<file path="config.mk">
export PLATFORM = sky130hd
export DESIGN_NAME = vga_timing_gen
export DESIGN_NICKNAME = d
export VERILOG_FILES = /design/src/rtl/vga_timing_gen.sv
export SDC_FILE = /design/constraint.sdc
export NUM_CORES = 1
export LEC_CHECK = 0
export CORE_UTILIZATION = 53
export DETAILED_ROUTE_END_ITERATION = 7
export PLACE_DENSITY_LB_ADDON = 0.12
export SYNTH_ARGS = -nofsm -noshare
export SYNTH_HDL_FRONTEND = slang
export SYNTH_SLANG_ARGS = --single-unit
export TNS_END_PERCENT = 50
</file>
<file path="constraint.sdc">
create_clock -name clk -period 2.7 [get_ports clk]
set_input_delay 0.54 -clock clk [delete_from_list [all_inputs] [get_ports clk]]
set_output_delay 0.54 -clock clk [all_outputs]
set_load 0.02 [all_outputs]
</file>
<file path="src/rtl/vga_timing_gen.sv">
// Parametrised video timing generator.
// Produces pixel-tick, sync, data-enable and line/frame/vblank strobes for any
// timing set. Sync/DE/strobes pass through an alignment pipe of PIPE_DELAY
// pixel ticks, so x/y lead them and can serve as a frame-buffer fetch address.

module vga_timing_gen #(
    parameter int unsigned H_ACTIVE        = 640,
    parameter int unsigned H_FP            = 16,
    parameter int unsigned H_SYNC          = 96,
    parameter int unsigned H_BP            = 48,
    parameter int unsigned V_ACTIVE        = 480,
    parameter int unsigned V_FP            = 10,
    parameter int unsigned V_SYNC          = 2,
    parameter int unsigned V_BP            = 33,
    parameter int unsigned SYNC_ACTIVE_LOW = 1,
    parameter int unsigned PIX_DIV         = 1,
    parameter int unsigned PIPE_DELAY      = 0,
    parameter int unsigned COORD_W         = 10
) (
    input  logic               clk,
    input  logic               reset,
    input  logic               en,
    output logic               pix_tick,
    output logic               h_sync,
    output logic               v_sync,
    output logic               de,
    output logic [COORD_W-1:0] x_pixel,
    output logic [COORD_W-1:0] y_pixel,
    output logic               line_start,
    output logic               frame_start,
    output logic               vblank_start,
    output logic [15:0]        frame_count
);

    localparam int unsigned H_TOTAL      = H_ACTIVE + H_FP + H_SYNC + H_BP;
    localparam int unsigned V_TOTAL      = V_ACTIVE + V_FP + V_SYNC + V_BP;
    localparam int unsigned H_SYNC_FIRST = H_ACTIVE + H_FP;
    localparam int unsigned H_SYNC_LAST  = H_ACTIVE + H_FP + H_SYNC - 1;
    localparam int unsigned V_SYNC_FIRST = V_ACTIVE + V_FP;
    localparam int unsigned V_SYNC_LAST  = V_ACTIVE + V_FP + V_SYNC - 1;
    localparam int unsigned DIV_W        = 4;
    localparam int unsigned FC_W         = 16;
    localparam logic        SYNC_IDLE    = (SYNC_ACTIVE_LOW != 0) ? 1'b1 : 1'b0;

    // One alignment-pipe entry; hs/vs hold the output pin level directly.
    typedef struct packed {
        logic de;
        logic hs;
        logic vs;
        logic ls;
        logic fs;
        logic vbs;
    } stage_t;

    localparam stage_t STAGE_IDLE = {1'b0, SYNC_IDLE, SYNC_IDLE, 3'b000};

    logic [DIV_W-1:0]   div_q;
    logic               div_last;
    logic [COORD_W-1:0] h_q;
    logic [COORD_W-1:0] v_q;
    logic               h_last;
    logic               v_last;
    stage_t             dec;
    stage_t             stg     [0:PIPE_DELAY];
    stage_t             pipe_in [0:PIPE_DELAY];

    assign div_last = (div_q == DIV_W'(PIX_DIV - 1));
    assign h_last   = (h_q == COORD_W'(H_TOTAL - 1));
    assign v_last   = (v_q == COORD_W'(V_TOTAL - 1));

    // Pixel-clock-enable divider; stopping rewinds it so restart is aligned.
    always_ff @(posedge clk) begin
        if (reset || !en) begin
            div_q    <= '0;
            pix_tick <= 1'b0;
        end else begin
            pix_tick <= div_last;
            div_q    <= div_last ? '0 : div_q + DIV_W'(1);
        end
    end

    // Raster position, fetch coordinates and completed-frame count.
    always_ff @(posedge clk) begin
        if (reset) begin
            h_q         <= '0;
            v_q         <= '0;
            x_pixel     <= '0;
            y_pixel     <= '0;
            frame_count <= '0;
        end else if (!en) begin
            h_q     <= '0;
            v_q     <= '0;
            x_pixel <= '0;
            y_pixel <= '0;
        end else if (pix_tick) begin
            x_pixel <= h_q;
            y_pixel <= v_q;
            h_q     <= h_last ? '0 : h_q + COORD_W'(1);
            if (h_last) begin
                v_q <= v_last ? '0 : v_q + COORD_W'(1);
            end
            if (h_last && v_last) begin
                frame_count <= frame_count + FC_W'(1);
            end
        end
    end

    // Decode of the current raster position into pipe-entry form.
    always_comb begin
        dec     = STAGE_IDLE;
        dec.de  = (h_q < COORD_W'(H_ACTIVE)) && (v_q < COORD_W'(V_ACTIVE));
        dec.hs  = ((h_q >= COORD_W'(H_SYNC_FIRST)) && (h_q <= COORD_W'(H_SYNC_LAST)))
                  ? ~SYNC_IDLE : SYNC_IDLE;
        dec.vs  = ((v_q >= COORD_W'(V_SYNC_FIRST)) && (v_q <= COORD_W'(V_SYNC_LAST)))
                  ? ~SYNC_IDLE : SYNC_IDLE;
        dec.ls  = (h_q == '0);
        dec.fs  = (h_q == '0) && (v_q == '0);
        dec.vbs = (h_q == '0) && (v_q == COORD_W'(V_ACTIVE));
    end

    // Value each pipe stage loads on the next pixel tick.
    always_comb begin
        for (int unsigned i = 0; i <= PIPE_DELAY; i++) begin
            pipe_in[i] = STAGE_IDLE;
        end
        pipe_in[0] = dec;
        for (int unsigned i = 1; i <= PIPE_DELAY; i++) begin
            pipe_in[i] = stg[i-1];
        end
    end

    // Alignment pipe plus one-clk strobes marking what the final stage just took.
    always_ff @(posedge clk) begin
        if (reset || !en) begin
            for (int unsigned i = 0; i <= PIPE_DELAY; i++) begin
                stg[i] <= STAGE_IDLE;
            end
            line_start   <= 1'b0;
            frame_start  <= 1'b0;
            vblank_start <= 1'b0;
        end else begin
            line_start   <= pix_tick && pipe_in[PIPE_DELAY].ls;
            frame_start  <= pix_tick && pipe_in[PIPE_DELAY].fs;
            vblank_start <= pix_tick && pipe_in[PIPE_DELAY].vbs;
            if (pix_tick) begin
                for (int unsigned i = 0; i <= PIPE_DELAY; i++) begin
                    stg[i] <= pipe_in[i];
                end
            end
        end
    end

    assign de     = stg[PIPE_DELAY].de;
    assign h_sync = stg[PIPE_DELAY].hs;
    assign v_sync = stg[PIPE_DELAY].vs;

endmodule
</file>
== Word level (Yosys, flattened, before mapping) ==
Memory sizes are Yosys's and may differ from the RTL's.
Cells that the tools add are included.

* Flip-flop bits (word level): 64
* RAM bits: 6
* Input bits: 3
* Output and inout port bits: 43
* Logic and storage cells: 55
* Memories kept: 1

{| class="wikitable"
|+ Memories
! memory !! words !! width !! rd ports !! clocked after Yosys merged registers in !! write ports !! line !! source
|-
| stg || 1 || 6 || 1 || 0 || 1 || 64 || <nowiki>stage_t stg [0:PIPE_DELAY];</nowiki>
|}

* Add/sub/neg operators: 4
* Magnitude comparators: 6
* Equality and inequality tests: 3
* Muxes and demuxes: 11
* Bitwise operators: 1
* Reductions and logical operators: 19

{| class="wikitable"
|+ Operator list
! operator !! number
|-
| $add A10 B1 Y10 const B || 2
|-
| $eq A10 B10 Y1 const B || 2
|-
| $logic_not A10 Y1 || 2
|-
| $mux W10 || 2
|-
| $add A16 B1 Y16 const B || 1
|-
| $eq A10 B9 Y1 const B || 1
|-
| $ge A10 B10 Y1 const B || 1
|-
| $ge A10 B9 Y1 const B || 1
|-
| $le A10 B10 Y1 const B || 1
|-
| $le A10 B9 Y1 const B || 1
|-
| $lt A10 B10 Y1 const B || 1
|-
| $lt A10 B9 Y1 const B || 1
|-
| $logic_and A1 B1 Y1 || 9
|-
| $mux W1 || 8
|-
| $mux W6 || 1
|-
| $reduce_or A6 Y1 || 1
|-
| $add A4 B1 Y4 const B || 1
|-
| $logic_not A4 Y1 || 1
|-
| $reduce_or A2 Y1 || 2
|-
| $reduce_and A3 Y1 || 1
|-
| $reduce_and A2 Y1 || 1
|-
| $logic_not A1 Y1 || 1
|-
| $logic_or A1 B1 Y1 || 1
|-
| $not A1 Y1 || 1
|}

== Logic depth before layout (Yosys ltp) ==
Gate-level depths: netlist (run 1).

* Depth in word-level cells: 6
* Mapped depth: 7
* Depth with buffers taken out: 6

== Least setup slack after synthesis (run 1) ==
OpenSTA, ideal clock, no wires.

* Kind: register to register
* Start: register h_q[0]
* End: register frame_count[15]
* Library setup time: 121 ps
* Data arrival time: 1879 ps
* Data required time: 2579 ps
* Slack: 700 ps
* Stages on the path, launching flop included: 8
* Path buffers: 2
* Period minus slack after synthesis: 2000 ps
* Cell sequence: dfxtp_1 > ha_1 > and4_1 > buf_2 > nand3_1 > clkbuf_1 > nor4_1 > mux2_2

* Word-level cells in the longest chain between the ends: 3

{| class="wikitable"
|+ RTL lines
! element !! line !! source
|-
| start, declared || 59 || <nowiki>logic [COORD_W-1:0] h_q;</nowiki>
|-
| start signal, assigned || 98 || <nowiki>h_q <= h_last ? '0 : h_q + COORD_W'(1);</nowiki>
|-
| $eq A10 B10 Y1 || 68 || <nowiki>assign h_last = (h_q == COORD_W'(H_TOTAL - 1));</nowiki>
|-
| $logic_and A1 B1 Y1 || 102 || <nowiki>if (h_last && v_last) begin</nowiki>
|-
| $reduce_and A3 Y1 (no line) || -- ||
|-
| end signal, assigned || 103 || <nowiki>frame_count <= frame_count + FC_W'(1);</nowiki>
|-
| end, declared || 32 || <nowiki>output logic [15:0] frame_count</nowiki>
|}

Every way passes these cells.
A chain may end at the register's enable or synchronous reset.

== Final worst setup path (run 1) ==
* Start: register h_q[0]
* End: register frame_count[14]

The elaborated chain is that of the path after synthesis.

==> results of run 1 <==
==> kinds of logic (layout without fill, tap and decap cells) <==
family	after synthesis	count (layout)	synth area share
multiplexers	24	24	0.08119
AO/OA/AOI/OAI	51	51	0.1027
adder cells (fa/ha/maj)	7	7	0.02900
flip-flops	67	67	0.4540
buffers and inverters	35	82	0.04515
AND/OR/NAND/NOR	140	140	0.2560
XOR/XNOR	11	11	0.03190
==> cells in the final DEF (no fill, tap or decap), types with 4 or more instances in the layout <==
cell type,instances
sky130_fd_sc_hd__dfxtp_1,64
sky130_fd_sc_hd__clkdlybuf4s50_1,45
sky130_fd_sc_hd__nor2_1,40
sky130_fd_sc_hd__a21oi_1,22
sky130_fd_sc_hd__mux2i_1,20
sky130_fd_sc_hd__nand2_1,15
sky130_fd_sc_hd__or4_1,15
sky130_fd_sc_hd__nand3_1,14
sky130_fd_sc_hd__o31ai_1,13
sky130_fd_sc_hd__inv_1,12
sky130_fd_sc_hd__nand4_1,10
sky130_fd_sc_hd__clkbuf_8,10
sky130_fd_sc_hd__buf_4,9
sky130_fd_sc_hd__and3_1,7
sky130_fd_sc_hd__xor2_1,7
sky130_fd_sc_hd__ha_1,7
sky130_fd_sc_hd__nand2b_1,6
sky130_fd_sc_hd__nor3_1,6
sky130_fd_sc_hd__o21ai_0,6
sky130_fd_sc_hd__nor2b_1,5
sky130_fd_sc_hd__and4_1,5
sky130_fd_sc_hd__or3_1,5
sky130_fd_sc_hd__nor4_1,4
sky130_fd_sc_hd__xnor2_1,4
==> per-layer routing <==
| layer | routed length [um] | GRT usage | share of wire |
|---|---|---|---|
| met1 | 3088 | 0.2949 | 0.49 |
| met2 | 2862 | 0.3460 | 0.45 |
| met3 | 236 | 0.04706 | 0.037 |
| met4 | 118 | 0.09623 | 0.019 |
| met5 | 0 | 0 | 0 |
==> worst reg2reg max path: cells and delay by family, from the launching register on <==
kind | cells | cell delay (ns)
and+or+nand+nor | 3 | 1.16
DFF | 1 | 0.41
muxes | 1 | 0.34
adders and majority gates | 1 | 0.22
==> flip-flops by register name, indices dropped and copies added, names as in the netlist <==
register / count
div_q: 4
frame_count: 16
frame_start: 1
h_q: 10
line_start: 1
pix_tick: 1
stg: 3
v_q: 10
vblank_start: 1
x_pixel: 10
y_pixel: 10
==> layout make-up <==
type / instances / area, um2
fillers: 470 / 1792
clock inverters: 6 / 40.04
clock buffers: 10 / 137.6
repair buffers: 54 / 518.0
inverters: 12 / 45.04
well taps: 72 / 90.09
flip-flops and latches: 67 / 1371
multi-input cells: 233 / 1513
==> power by group through the flow <==
stage | registers [mW] | clock network, mW | logic, mW
2_1_floorplan | 1.03 | 0 | 0.0340
3_3_place_gp | 1.02 | 0 | 0.0577
3_5_place_dp | 1.02 | 0 | 0.0585
4_1_cts | 1.00 | 0.756 | 0.0589
5_1_grt | 1.00 | 0.794 | 0.0625
6_report | 1.00 | 0.738 | 0.0583
==> final timing paths <==
kind	startpoint	cells after the start	end	slack [ns]
setup / recovery	h_q[0]$_SDFFE_PP0P_	5	frame_count[14]$_SDFFE_PP0P_	0.46
hold / removal	y_pixel[6]$_SDFFE_PP0P_	2	y_pixel[6]$_SDFFE_PP0P_	0.49
setup reg to reg	h_q[0]$_SDFFE_PP0P_	5	frame_count[14]$_SDFFE_PP0P_	0.46
hold reg to reg	y_pixel[6]$_SDFFE_PP0P_	2	y_pixel[6]$_SDFFE_PP0P_	0.49
==> through the flow <==
stage          cell area, um2  cells
6_report                 3715    454
3_3_place_gp             3537    438
3_5_place_dp             3537    438
4_1_cts                  3715    454
2_1_floorplan            3020    335
5_1_grt                  3715    454
==> metrics.csv, run 1 <==
stage;metric;value;unit
power_and_ir_drop;p_leak;1.251;nW
sta;setup_repair_after_global_routing_missed_its_margin;false;
die;placementRows;27;
power_and_ir_drop;p_seq_frac;0.557;
route;remaining_drc_errors;2;
sta;timing.final.crit_period;2.239;ns
logic_synthesis;synth_area_leaders;sky130_fd_sc_hd__dfxtp_1 42%, sky130_fd_sc_hd__mux2i_1 6.6%, sky130_fd_sc_hd__nor2_1 5.0%;
sta;finalWorstSetupSlack;0.4607;ns
clocking;clock_tree.htree_level_count;3;
logic_synthesis;top_ff_cell_synth;sky130_fd_sc_hd__dfxtp_1;
setup_path;path_buf_inv;0;
sta;max_slew.worst_pin.slew;0.5901;ns
final_layout;post-route-util;0.6746;
sta;report.final.hold_viol_count;0;
setup_path;critical_path.cell_chain;ha_1, and4_1, nand3_1, nor4_1, mux2_1;
setup_path;largest_stage_delay_worst_path;0.41;ns
route;antenna_left;0;
setup_path;critical_path.max_fanout;11;
clocking;post_cts_hold_buffer_count;0;
sta;max_slew_margin;0.6040;
setup_path;worst_setup_path_end_kind;flop;
setup_path;cp_slowest_cell;sky130_fd_sc_hd__dfxtp_1;
clocking;cts_sinks;67;
grt;total_routing_usage_reported_by_global_routing;0.2217;
die;core_area;5507;um2
logic_synthesis;synth_enable_flop_cells;3;
logic_synthesis;number_of_warnings_printed_during_yosys_synthesis;0;
status;status;finished with violations;
power_and_ir_drop;power_density;483.3;nW/um2
power_and_ir_drop;p_switching;418.9;uW
power_and_ir_drop;p_clk_frac;0.411;
power_and_ir_drop;irDropWorstVdd;0.3903;mV
die;dieArea;6005;um2
sta;fin_setup_tns;0;ns
logic_synthesis;syn_inst;335;
clocking;worst_setup_hold_path_clk_slew;0.08;ns
placed_design;pre_cts_ws;0.3231;ns
route;first_iter_violations;114;
route;detail_route.vias_per_cell;5.533;
power_and_ir_drop;switching_portion_of_total_power;0.2333;
logic_synthesis;synth.top_cells.by_count;64 x sky130_fd_sc_hd__dfxtp_1, 40 x sky130_fd_sc_hd__nor2_1, 22 x sky130_fd_sc_hd__a21oi_1;
route;finalWirelength;6305;um
final_layout;drive_above_1_share;0.08115;
setup_path;timing.critical_path.arrival;2.46;ns
logic_synthesis;ys_ff_latch;67;
clocking;clkLatencyLatePin;0.33;ns
route;drt_pre_antenna_iters;6;
clocking;tritoncts;built;
setup_path;critPathRequiredTime;2.92;ns
die;initial_utilization;0.5485;
power_and_ir_drop;power;1.795;mW
power_and_ir_drop;share_comb_of_total_power;0.032;
flow_run;maxCapViolations;0;
final_layout;area_growth;22.99;%
clocking;postCtsSetupBuffers;0;
clocking;cts_root_buffer;sky130_fd_sc_hd__clkbuf_8;
placed_design;final_weighted_congestion_in_routability_driven_placement;0.8321;
clocking;worst_case_clock_buffer_depth;2;
route;drt-wirelength-per-cell;13.89;um
route;routed-via-count;2512;
die;dieWidth;77.49;um
final_layout;antenna-diode-count;0;
logic_synthesis;synth_cell_types;41;
logic_synthesis;synthesized_area_divided_by_synthesized_cell_count;9.016;um2
setup_path;critPathKind;flop to flop;
sta;share_of_the_clock_period_used_by_the_worst_path;0.8294;
logic_synthesis;fraction_of_post_synthesis_cell_area_in_the_top_cell_type_by_area;0.4242;
logic_synthesis;synth_seq_area_share;0.4540;
clocking;cts_made_buffers;9;
logic_synthesis;async_flop_share;0;
hold_path;worstHoldPathType;flop to flop;
die;boundaryPins;46;
logic_synthesis;synthMostInstantiatedCell;sky130_fd_sc_hd__dfxtp_1;
grt;grt_start_max_net_pins;31;
grt;grt.overflow.total;0;
placed_design;dpl.hpwl;4385;um
sta;hold_slack;0.4913;ns
sta;setup_viol;0;
sta;finClkSkew;0.008277;ns
sta;max_freq;446.6;MHz
grt;grt_pass1_wl;10490;um
placed_design;port_buffers;45;
sta;drv_slew;0;
die;floorplan.die.height;77.49;um
power_and_ir_drop;cell_internal_pwr;1.377;mW
logic_synthesis;synth_top_area_cell;sky130_fd_sc_hd__dfxtp_1;
final_layout;net_total_in_the_final_layout;387;
logic_synthesis;synth.cell_area;3020;um2
grt;via_count_of_the_first_global_routing_pass;2288;
setup_path;cp-start-kind;flop;
logic_synthesis;synth_fp_nets;345;
setup_path;timing.critical_path.max_delay_family;simple AND/OR/NAND/NOR gates;
grt;antenna_found_initial;0;
clocking;post_cts_resized;0;
status;failed_checks;DRC;
Power figures use the tool's default switching activity.
==> run 2, diff against run 1 <==
- clock period: 2.7 -> 2.3 ns (I/O delays scaled with it)
==> run 2 against run 1 <==
The run still ends with DRC left. Largest power group unchanged. Critical path type is now flop to output port. Routed wire length grew 6.6%. Clock skew down 0.0014 ns. Die area is the same. First-iteration DRC count grew 43%. Utilization grew 1.9 points. Sequential share of layout area fell by 1.0 points. Highest routed layer unchanged. Cell area increased by 2.8%. Sequential cell count unchanged. Total power increased by 23%.
==> metrics.csv, run 2 (same netlist as run 1, synthesis figures left out) <==
stage;metric;value;unit;change
route;remaining_drc_errors;2;;unchanged
clocking;cts_sinks;67;;unchanged
setup_path;largest_stage_delay_worst_path;0.67;ns;+0.26 ns
flow_run;maxCapViolations;0;;unchanged
setup_path;timing.critical_path.arrival;1.70;ns;-0.76 ns
final_layout;ff_latch_area;1371;um2;unchanged
route;detail_route.vias_per_cell;5.654;;+2.2%
placed_design;dpl.hpwl;4612;um;+5.2%
route;first_iter_violations;163;;+43%
final_layout;antenna-diode-count;0;;unchanged
sta;fin_setup_tns;0;ns;unchanged
sta;share_of_the_clock_period_used_by_the_worst_path;0.9402;;
die;floorplan.die.height;77.49;um;unchanged
die;placementRows;27;;unchanged
sta;max_slew_margin;0.7467;;+0.1428
route;drt_pre_antenna_iters;6;;unchanged
grt;total_routing_usage_reported_by_global_routing;0.2377;;+0.01598
sta;hold_slack;0.4911;ns;-0.0002070 ns
die;dieArea;6005;um2;unchanged
grt;antenna_found_initial;0;;unchanged
setup_path;timing.critical_path.max_delay_family;buffers and inverters;;
grt;via_count_of_the_first_global_routing_pass;2434;;+6.4%
clocking;cts_root_buffer;sky130_fd_sc_hd__clkbuf_8;;
grt;grt_pass1_wl;11250;um;+7.2%
placed_design;final_weighted_congestion_in_routability_driven_placement;0.8447;;+1.5%
sta;max_slew.worst_pin.slew;0.3799;ns;-0.2102 ns
route;drt-wirelength-per-cell;14.45;um;+4.1%
sta;setup_repair_after_global_routing_missed_its_margin;false;;
final_layout;max_flop_register;frame_count;;
sta;max_freq;462.4;MHz;
setup_path;critical_path.cell_chain;buf_6, clkdlybuf4s50_1;;
sta;setup_viol;0;;unchanged
final_layout;drive_above_1_share;0.1043;;+0.02317
final_layout;num-fill-cells;447;;-4.9%
final_layout;largest_register_ffs;16;;unchanged
setup_path;cp_slowest_cell;sky130_fd_sc_hd__clkdlybuf4s50_1;;
final_layout;final_common_cell;sky130_fd_sc_hd__dfxtp_1;;
sta;drv_slew;0;;unchanged
clocking;worst_setup_hold_path_clk_slew;0.07;ns;about the same
final_layout;most-common-layout-cells;64 x sky130_fd_sc_hd__dfxtp_1, 45 x sky130_fd_sc_hd__clkdlybuf4s50_1, 40 x sky130_fd_sc_hd__nor2_1, 22 x sky130_fd_sc_hd__a21oi_1, 20 x sky130_fd_sc_hd__mux2i_1;;
clocking;worst_case_clock_buffer_depth;2;;unchanged
setup_path;critical_path.max_fanout;31;;+20
setup_path;critPathKind;flop to output port;;
status;failed_checks;DRC;;
route;finalWirelength;6720;um;+6.6%
setup_path;critPathRequiredTime;1.84;ns;-1.08 ns
clocking;cts_made_buffers;9;;unchanged
sta;timing.final.crit_period;2.162;ns;
power_and_ir_drop;p_leak;1.316;nW;+5.2%
power_and_ir_drop;irDropWorstVdd;0.3576;mV;-8.4%
clocking;tritoncts;built;;
power_and_ir_drop;power;2.214;mW;+23%
power_and_ir_drop;share_comb_of_total_power;0.032;;about the same
setup_path;worst_setup_path_end_kind;output port;;
power_and_ir_drop;cell_internal_pwr;1.729;mW;+26%
grt;grt_start_max_net_pins;36;;+16%
clocking;clkLatencyLatePin;0.35;ns;+0.02 ns
grt;grt.overflow.total;0;;unchanged
sta;finClkSkew;0.006841;ns;-0.001436 ns
die;core_area;5507;um2;unchanged
setup_path;origin_of_the_critical_flop_to_flop_path;h_q[1]$_SDFFE_PP0P_;;
power_and_ir_drop;p_clk_frac;0.438;;+0.027
sta;report.final.hold_viol_count;0;;unchanged
final_layout;multi_input_area;1514;um2;about the same
setup_path;timing.rr.end;frame_count[15]$_SDFFE_PP0P_;;
die;initial_utilization;0.5485;;unchanged
placed_design;port_buffers;45;;unchanged
power_and_ir_drop;p_switching;485.3;uW;+16%
setup_path;worst_setup_path_startpoint;pix_tick$_SDFF_PP0_;;
route;routed-via-count;2629;;+4.7%
power_and_ir_drop;switching_portion_of_total_power;0.2192;;-0.01408
setup_path;worst-r2r-cell-count;5;;unchanged
setup_path;cp-start-kind;flop;;
status;status;finished with violations;;
final_layout;net_total_in_the_final_layout;398;;+2.8%
die;boundaryPins;46;;unchanged
setup_path;regToRegSetupSlack;0.17;ns;-0.29 ns
power_and_ir_drop;p_seq_frac;0.530;;-0.027
hold_path;worstHoldPathType;flop to flop;;
final_layout;area_growth;26.43;%;
setup_path;crit_path_end;pix_tick;;
power_and_ir_drop;power_density;579.8;nW/um2;+20%
clocking;clock_tree.htree_level_count;3;;unchanged
clocking;post_cts_hold_buffer_count;0;;unchanged
die;dieWidth;77.49;um;unchanged
setup_path;path_depth;2;;-3
setup_path;path_buf_inv;2;;+2
route;antenna_left;0;;unchanged
==> run 2: how the worst min path moves through the flow <==
stage                                          to  depth (start not counted)                     from  slack (ns)
after floorplan               div_q[3]$_SDFF_PP0_                          2      div_q[3]$_SDFF_PP0_        0.47
after global placement    y_pixel[3]$_SDFFE_PP0P_                          2  y_pixel[3]$_SDFFE_PP0P_        0.47
after detailed placement  y_pixel[2]$_SDFFE_PP0P_                          2  y_pixel[2]$_SDFFE_PP0P_        0.48
after CTS                 y_pixel[2]$_SDFFE_PP0P_                          2  y_pixel[2]$_SDFFE_PP0P_        0.50
after global routing      y_pixel[0]$_SDFFE_PP0P_                          2  y_pixel[0]$_SDFFE_PP0P_        0.52
final                     y_pixel[2]$_SDFFE_PP0P_                          2  y_pixel[2]$_SDFFE_PP0P_        0.49
==> run 2: final cells by class <==
type	count	area share
Tap cell	72	0.02359
Sequential cell	67	0.3591
Timing Repair Buffer	65	0.1583
Clock inverter	4	0.01278
Multi-Input combinational cell	233	0.3965
Inverter	12	0.01180
Clock buffer	12	0.03801
==> run 2: routing by layer <==
metal  share of wire  vias up  routed length, um  track usage
met3           0.044       19                293      0.04118
met4           0.027        0                182       0.1434
met5               0        -                  0            0
met1            0.47     1227               3179       0.3153
li1                -     1311                  -            -
met2            0.46       72               3065       0.3602
==> run 2: tightest hold or removal path, delay by kind of cell, from the launching register on <==
kind             cells  cell delay, ns
DFF                  1            0.33
and+or+nand+nor      1            0.07
muxes                1            0.06
==> run 2: through the flow <==
step                        util  setup WS (ns)  cells  instance area [um2]
after global routing      0.6935        0.01354    465                 3819
after detailed placement  0.6574        0.01039    449                 3620
after CTS                 0.6926        0.03607    465                 3814
after global placement    0.6574        0.05769    449                 3620
final                     0.6935         0.1376    465                 3819
after floorplan                -         0.3003    335                 3020
==> run 2: power by group through the flow <==
stage | clock network [mW] | logic [mW] | registers (mW)
2_1_floorplan | 0 | 0.0399 | 1.20
3_3_place_gp | 0 | 0.0700 | 1.20
3_5_place_dp | 0 | 0.0709 | 1.20
4_1_cts | 0.987 | 0.0707 | 1.17
5_1_grt | 1.04 | 0.0774 | 1.17
6_report | 0.969 | 0.0711 | 1.17
==> run 2: what timing repair did <==
action | 4_1_cts | 5_1_grt
hold endpoints to repair | 0 | 0
endpoints found under the setup margin | 0 | 5
gates resized for setup | 0 | 2
buffers inserted | 0 | 0
